`config.mk`:
```
export PLATFORM = sky130hd
export DESIGN_NAME = uart_obs_deframer
export DESIGN_NICKNAME = d
export VERILOG_FILES = /design/src/rtl/uart_obs_deframer.sv
export SDC_FILE = /design/constraint.sdc
export NUM_CORES = 1
export LEC_CHECK = 0
export BUFFER_PORTS_ARGS = -buffer_cell sky130_fd_sc_hd__buf_2
export CORE_MARGIN = 3
export CORE_UTILIZATION = 25
export CTS_CLUSTER_DIAMETER = 40
export DETAILED_ROUTE_END_ITERATION = 10
export GPL_TIMING_DRIVEN = 0
export PLACE_DENSITY_LB_ADDON = 0.3
export RECOVER_POWER = 25
export SLEW_MARGIN = 25
export SYNTH_ARGS = -nofsm -noshare
export SYNTH_HDL_FRONTEND = slang
export SYNTH_SLANG_ARGS = --single-unit
```
`constraint.sdc`:
```
create_clock -name clock -period 2.6 [get_ports clock]
set_input_delay 0.13 -clock clock [delete_from_list [all_inputs] [get_ports clock]]
set_output_delay 0.13 -clock clock [all_outputs]
set_load 0.02 [all_outputs]
```
`src/rtl/uart_obs_deframer.sv`:
```
// rtl/uart_obs_deframer.sv - UART byte stream deframer into 32-bit observation words
// Frame layout: SYNC SYNC, NUM_WORDS little-endian words, XOR checksum byte.
module uart_obs_deframer #(
    parameter int          NUM_WORDS      = 8,
    parameter logic [7:0]  SYNC_BYTE      = 8'hCA,
    parameter int          TIMEOUT_CYCLES = 100000
) (
    input  logic        clock,
    input  logic        reset,
    input  logic        io_rx_valid,
    input  logic [7:0]  io_rx_bits,
    output logic        io_obs_valid,
    input  logic        io_obs_ready,
    output logic [31:0] io_obs_bits,
    output logic        io_obs_last,
    output logic        io_frame_done,
    output logic        io_frame_ok,
    output logic [15:0] io_frame_count,
    output logic        io_err_overrun,
    output logic        io_err_checksum,
    output logic        io_err_timeout,
    input  logic        io_err_clear
);

    localparam int TW = $clog2(TIMEOUT_CYCLES + 1);

    typedef enum logic [1:0] {IDLE, SYNC1, PAYLOAD, CHECK} state_t;

    state_t        state;
    logic [1:0]    byte_idx;
    logic [6:0]    word_idx;
    logic [7:0]    csum;
    logic [23:0]   asm_word;
    logic [TW-1:0] idle_cnt;

    logic accept;
    logic can_load;
    logic last_word;
    logic timeout_hit;
    logic overrun_evt;
    logic csum_bad_evt;

    // The output register may be refilled in the same cycle the consumer takes it.
    assign accept       = io_obs_valid && io_obs_ready;
    assign can_load     = !io_obs_valid || io_obs_ready;
    assign last_word    = (word_idx == 7'(NUM_WORDS - 1));
    assign timeout_hit  = (state != IDLE) && !io_rx_valid && (idle_cnt == TW'(TIMEOUT_CYCLES - 1));
    assign overrun_evt  = (state == PAYLOAD) && io_rx_valid && (byte_idx == 2'd3) && !can_load;
    assign csum_bad_evt = (state == CHECK) && io_rx_valid && (io_rx_bits != csum);

    always_ff @(posedge clock) begin
        if (!reset) begin
            state           <= IDLE;
            byte_idx        <= '0;
            word_idx        <= '0;
            csum            <= '0;
            asm_word        <= '0;
            idle_cnt        <= '0;
            io_obs_valid    <= 1'b0;
            io_obs_bits     <= '0;
            io_obs_last     <= 1'b0;
            io_frame_done   <= 1'b0;
            io_frame_ok     <= 1'b0;
            io_frame_count  <= '0;
            io_err_overrun  <= 1'b0;
            io_err_checksum <= 1'b0;
            io_err_timeout  <= 1'b0;
        end else begin
            io_frame_done <= 1'b0;
            io_frame_ok   <= 1'b0;
            if (accept) begin
                io_obs_valid <= 1'b0;
            end

            // An error event in the clearing cycle keeps its flag set.
            io_err_overrun  <= (io_err_overrun  && !io_err_clear) || overrun_evt;
            io_err_checksum <= (io_err_checksum && !io_err_clear) || csum_bad_evt;
            io_err_timeout  <= (io_err_timeout  && !io_err_clear) || timeout_hit;

            if (state == IDLE || io_rx_valid || timeout_hit) begin
                idle_cnt <= '0;
            end else begin
                idle_cnt <= idle_cnt + 1'b1;
            end

            if (timeout_hit) begin
                state <= IDLE;
            end else if (io_rx_valid) begin
                case (state)
                    IDLE: begin
                        if (io_rx_bits == SYNC_BYTE) begin
                            state <= SYNC1;
                        end
                    end
                    SYNC1: begin
                        if (io_rx_bits == SYNC_BYTE) begin
                            state    <= PAYLOAD;
                            byte_idx <= '0;
                            word_idx <= '0;
                            csum     <= '0;
                        end else begin
                            state <= IDLE;
                        end
                    end
                    PAYLOAD: begin
                        csum     <= csum ^ io_rx_bits;
                        byte_idx <= byte_idx + 2'd1;
                        case (byte_idx)
                            2'd0: asm_word[7:0]   <= io_rx_bits;
                            2'd1: asm_word[15:8]  <= io_rx_bits;
                            2'd2: asm_word[23:16] <= io_rx_bits;
                            default: begin
                                if (can_load) begin
                                    io_obs_valid <= 1'b1;
                                    io_obs_bits  <= {io_rx_bits, asm_word};
                                    io_obs_last  <= last_word;
                                    if (last_word) begin
                                        state <= CHECK;
                                    end else begin
                                        word_idx <= word_idx + 7'd1;
                                    end
                                end else begin
                                    state <= IDLE;
                                end
                            end
                        endcase
                    end
                    CHECK: begin
                        io_frame_done <= 1'b1;
                        io_frame_ok   <= (io_rx_bits == csum);
                        if (io_rx_bits == csum) begin
                            io_frame_count <= io_frame_count + 16'd1;
                        end
                        state <= IDLE;
                    end
                    default: state <= IDLE;
                endcase
            end
        end
    end

endmodule

```
== Yosys cells after proc, flatten, opt, wreduce, memory -nomap -nowiden ==
Index checks and enable logic that the tools add are counted.

* Add/sub/neg operators: 4
* Equal/unequal tests: 17
* Muxes and demuxes: 22
* Bitwise gates (word level): 6
* Reductions and logical operators: 38

{| class="wikitable"
|+ Operator list
! cell !! count
|-
| two-way mux 7 bit || 4
|-
| AND reduction 4 bit || 6
|-
| adder 17 x 1 -> 17 bit, second input constant || 1
|-
| equality test 17 bit, second input constant || 1
|-
| adder 16 x 1 -> 16 bit, second input constant || 1
|-
| one-hot mux 8 bit (2 select lines) || 1
|-
| one-hot mux 7 bit (2 select lines) || 1
|-
| two-way mux 2 bit || 6
|-
| logical AND 1 bit || 11
|-
| equality test 2 bit, second input constant || 4
|-
| equality test 8 bit || 1
|-
| equality test 8 bit, second input constant || 1
|-
| two-way mux 8 bit || 1
|-
| inequality test 2 bit, second input constant || 4
|-
| inequality test 8 bit || 1
|-
| one-hot mux 2 bit (4 select lines) || 1
|-
| bitwise XOR 8 bit || 1
|-
| adder 7 x 1 -> 7 bit, second input constant || 1
|-
| equality test 7 x 3 -> 1 bit, second input constant || 1
|-
| two-way mux 1 bit || 7
|-
| AND reduction 7 bit || 1
|-
| logical OR 1 bit || 6
|-
| OR reduction 3 bit || 2
|-
| inverter 1 bit || 5
|-
| other kinds (11) || 18
|}

* Register bits: 115
* Input port bits: 13
* Output and inout port bits: 55
* Word-level logic and storage cells: 104

== Logic depth before layout (Yosys ltp) ==
* Depth after elaboration: 7
* Gate-level depth with buffers: 10
* Gate-level depth less buffers: 6

== Worst setup path after synthesis ==
OpenSTA, ideal clock, no wires.

* Kind: flip-flop to flip-flop
* From: register idle_cnt[0]
* To: register idle_cnt[16]
* Library setup time: 115 ps
* Data arrival time: 1821 ps
* Data required time: 2485 ps
* Slack: 664 ps
* Stages on the path, launching flop included: 8
* Path buffers: 1
* Period minus slack after synthesis: 1936 ps
* Cells stage by stage: dfxtp_1 -> ha_1 -> and4_1 -> nand2_1 -> or4_1 -> nand2_1 -> buf_4 -> nor2_1

* Word-level cells in the longest chain between the ends: 4
* Elaborated cells on any way between the ends: 5
* Those cells by class: add/sub (1); eq/ne (1); reduce/logical (3)

{| class="wikitable"
|+ RTL lines
! what !! RTL line !! source
|-
| from (decl) || 34 || <nowiki>logic [TW-1:0] idle_cnt;</nowiki>
|-
| from (signal assigned) || 83 || <nowiki>idle_cnt <= idle_cnt + 1'b1;</nowiki>
|-
| branches (longest 4 deep; another with adder 17 x 1 -> 17 bit) || -- ||
|}

Parallel ways; which one is timed is not known.
A chain may end at the register's enable or synchronous reset.

== Worst setup path in the final report ==
* From: register idle_cnt[0]
* To: register io_frame_ok

* Word-level cells in the longest chain between the ends: 3

{| class="wikitable"
|+ RTL lines
! what !! RTL line !! source
|-
| equality test 17 bit || 47 || <nowiki>assign timeout_hit = (state != IDLE) && !io_rx_valid && (idle_cnt == TW'(TIMEOUT_CYCLES - 1));</nowiki>
|-
| logical AND 1 bit || 47 ||
|-
| OR reduction 4 bit (no source line) || -- ||
|-
| to (signal assigned) || 130 || <nowiki>io_frame_ok <= (io_rx_bits == csum);</nowiki>
|-
| to (decl) || 17 || <nowiki>output logic io_frame_ok,</nowiki>
|}

No other way between the ends.

==> run metrics <==
tightest hold margin=between 0.04 and 0.05 ns; standard cell with the maximum stage delay on the critical path=or4_1; global-route wire length before repair=~22 mm; overflow left after global routing=0; total cell area at the placement stage=5670 um^2; number of warning messages in the yosys log=0; clock-pin slew on the worst setup and hold paths=0.05 ns; static leakage power=roughly 2.1 nW; most area-hungry cell type in the Yosys netlist=dfxtp_1; non-filler cells, final=just under 1000; overall die height=148 um; CTS root buf=clkbuf_16; register area share after synthesis=45.6%; # Max-Cap Violations=0; net count of the mapped netlist=around 630; CP Cell Sequence=ha_1 > and4_1 > nand2_1 > or4_1 > o21ai_0 > nor4_1; total CTS buffers=17; reg2reg setup slack=between 0.3 and 0.4 ns; antenna fix cells=0; hold crit path type=input port to flip-flop; Slew @ Worst Pin=approximately 0.65 ns; maximum number of pins on one net before global-route repair=17; Total Die Area=21900 um^2; number of endpoints with negative hold slack in the final report=0; max-slew violation count=0; average wire length per cell after detail routing=about 14 um; total power divided by cell area=between 600 and 700 nW/um^2; power after layout=4.13 mW; post-synthesis cell type count=51; source-to-sink clock delay at the later pin of the worst-skew pair=between 0.4 and 0.5 ns; data required time at the worst endpoint=roughly 2.9 ns; capturing element type of the critical path=flip-flop; remaining design rule violation count=0; Layout Nets=slightly above 700; number of enable flip-flop cells after synthesis=0; post-synthesis area per instance=between 8 and 9 um^2; mean number of vias per cell=between 4 and 5; worst-case clock buffer depth=2; clock share of power=around 55%; total detailed-routing wirelength=around 14 mm; dpl hpwl=~9.3 mm; Yosys top cell area share=between 40 and 50%; total placed cells including tap cells=a little over 900; switching share of power=between 20% and 30%; CTS tree=yes; DRT iter0 DRCs=250; number of clock sinks seen by CTS=approximately 120; cell count after synthesis=between 600 and 700; crit start category=flip-flop; layout overhead on the synthesized area=23.6%; outcome=finished, final reports clean; Switching Power=approximately 0.9 mW; Setup TNS Final=0 ns; number of global-route vias before repair=4223; Slew Limit Headroom=56.2%; number of port buffers=a little under 60; antenna viol nets, final=0; largest vdd supply drop=0.000419 V; data arrival time at the worst-slack endpoint=between 2 and 3 ns; Max stage delay on crit path=between 0.6 and 0.7 ns; GRT Total Usage=roughly an eighth; category of the most critical setup path=flip-flop to flip-flop; ys async rst share=0%; cells taking the most area after synthesis=dfxtp_1 (46%), nand2_1 (11%), a21oi_1 (7.6%), nor2_1 (3.4%), xnor2_1 (2.6%); standard-cell rows=roughly 50; Die X-Extent=~150 um; Non-Filler Cell Area, Final=6230 um^2; Placeable Area=a little under 20000 um^2; Final Critical Period=between 2 and 2.5 ns; fin crit share=roughly 90%; proportion of power drawn by combinational gates=2.9%; synthesized area=between 5000 and 6000 um^2; count of boundary I/O pins=68; Final setup viols=0; setup repair after global routing missed its margin=no; worst clock skew=0.00896 ns; Resized Gates After CTS=0; power share of the sequential group=between 40% and 50%; maximum fanout encountered on the critical timing path=5; post-synthesis register bit count=115; Primary FF master, synth=dfxtp_1; overall via count from detail_route=around 4400; initial antenna violation count=0; starting utilization of the core area=25.7%; Routability Congestion=just under 0.8; H-tree levels=4; maximum operating frequency=between 400 and 500 MHz; first-pass detailed-route iteration total=4; ratio of cells with drive above 1 in the final layout=11.0%; internal power=between 3 and 4 mW; number of buffers inserted by post-CTS setup repair=0
-- cell usage in the layout, fill, tap and decap left out, types with 13 or more instances in the layout --
cell	synthesis	routed
clkbuf_1	21	66
a21oi_1	77	77
clkbuf_16	0	17
xnor2_1	15	15
nor3_1	16	16
nor4_1	13	13
nand2_1	142	142
dfxtp_1	115	115
nand3_1	16	16
buf_2	7	25
nor2_1	46	46
-- registers in the layout, indices dropped and copies added, names as in the netlist, 2 cells and up --
register	cells
io_frame_count	16
state	2
io_obs_bits	32
byte_idx	2
word_idx	7
asm_word	24
idle_cnt	17
csum	8
-- what timing repair did --
| item | 4_1_cts | 5_1_grt |
|---|---|---|
| hold buffers | 4 | 0 |
| endpoints found under the hold margin | 13 | 0 |
| setup endpoints to repair | 0 | 0 |
-- critical path, delay by kind of cell, from the launching register on --
| family | cells | cell delay (ns) |
|---|---|---|
| AOI/OAI and AO/OA | 1 | 0.43 |
| adders and majority gates | 1 | 0.21 |
| DFF | 1 | 0.36 |
| and+or+nand+nor | 4 | 1.14 |
-- kinds of logic (layout without fill, tap and decap cells) --
| family | Yosys count | after routing | synth area share [%] |
|---|---|---|---|
| compound gates | 111 | 111 | 12.4 |
| buf+inv | 46 | 141 | 5.04 |
| xor+xnor | 27 | 27 | 6.18 |
| mux | 5 | 5 | 0.992 |
| fa+ha+maj | 7 | 7 | 1.74 |
| flops | 115 | 115 | 45.6 |
| simple gates | 295 | 295 | 28.0 |
-- layout make-up --
class	instances	area, um^2
Fill cell	2169	13400
Multi-Input combinational cell	445	2490
Sequential cell	115	2300
Clock buffer	23	468
Tap cell	265	332
Timing Repair Buffer	63	284
Buffer	41	235
Clock inverter	9	105
Inverter	5	18.8
-- metal layers --
metal / share of wire, % / track usage (%)
met5: 0 / 0
met4: 0.58 / 5.31
met3: 6.1 / 2.94
met2: 43 / 19.0
met1: 50 / 17.8
-- synth_stat cells (3+ instances only) --
cell type and count:
o311ai_0 3, and3_1 9, buf_2 7, o41ai_1 4, o21ai_0 10, nor3_1 16
nor4_1 13, ha_1 7, nor2_1 46, xnor2_4 4, and4_1 4, and2_1 3
mux2i_1 5, a21oi_1 77, nor3b_1 4, xor2_1 8, nand2b_1 12, or4_1 6
xnor2_1 15, dfxtp_1 115, nand2_1 142, nand3_1 16, buf_4 5, clkbuf_1 21
inv_1 5, buf_6 7, nand4_1 10
-- metrics by stage --
step | worst slack, ns | utilization (%)
after floorplan | 0.664 | -
after global placement | 0.318 | 28.9
after detailed placement | 0.308 | 28.9
after CTS | 0.279 | 32.0
after global routing | 0.147 | 31.7
final | 0.308 | 31.7
-- worst paths after layout --
kind	startpoint	depth (start not counted)	end
worst min-delay path	reset	3	io_frame_count[7]
worst max-delay path	idle_cnt[0]	6	io_frame_ok
worst min register to register	asm_word[21]	2	io_obs_bits[21]
worst max register to register	idle_cnt[0]	6	io_frame_ok
-- power groups by stage --
stage / clock network, mW / registers, mW / logic, mW
4_1_cts: 2.31 / 1.76 / 0.120
5_1_grt: 2.39 / 1.76 / 0.127
3_3_place_gp: 0 / 1.80 / 0.114
2_1_floorplan: 0 / 1.80 / 0.0725
6_report: 2.25 / 1.76 / 0.119
3_5_place_dp: 0 / 1.80 / 0.113
(Power assumes the default switching activity.)
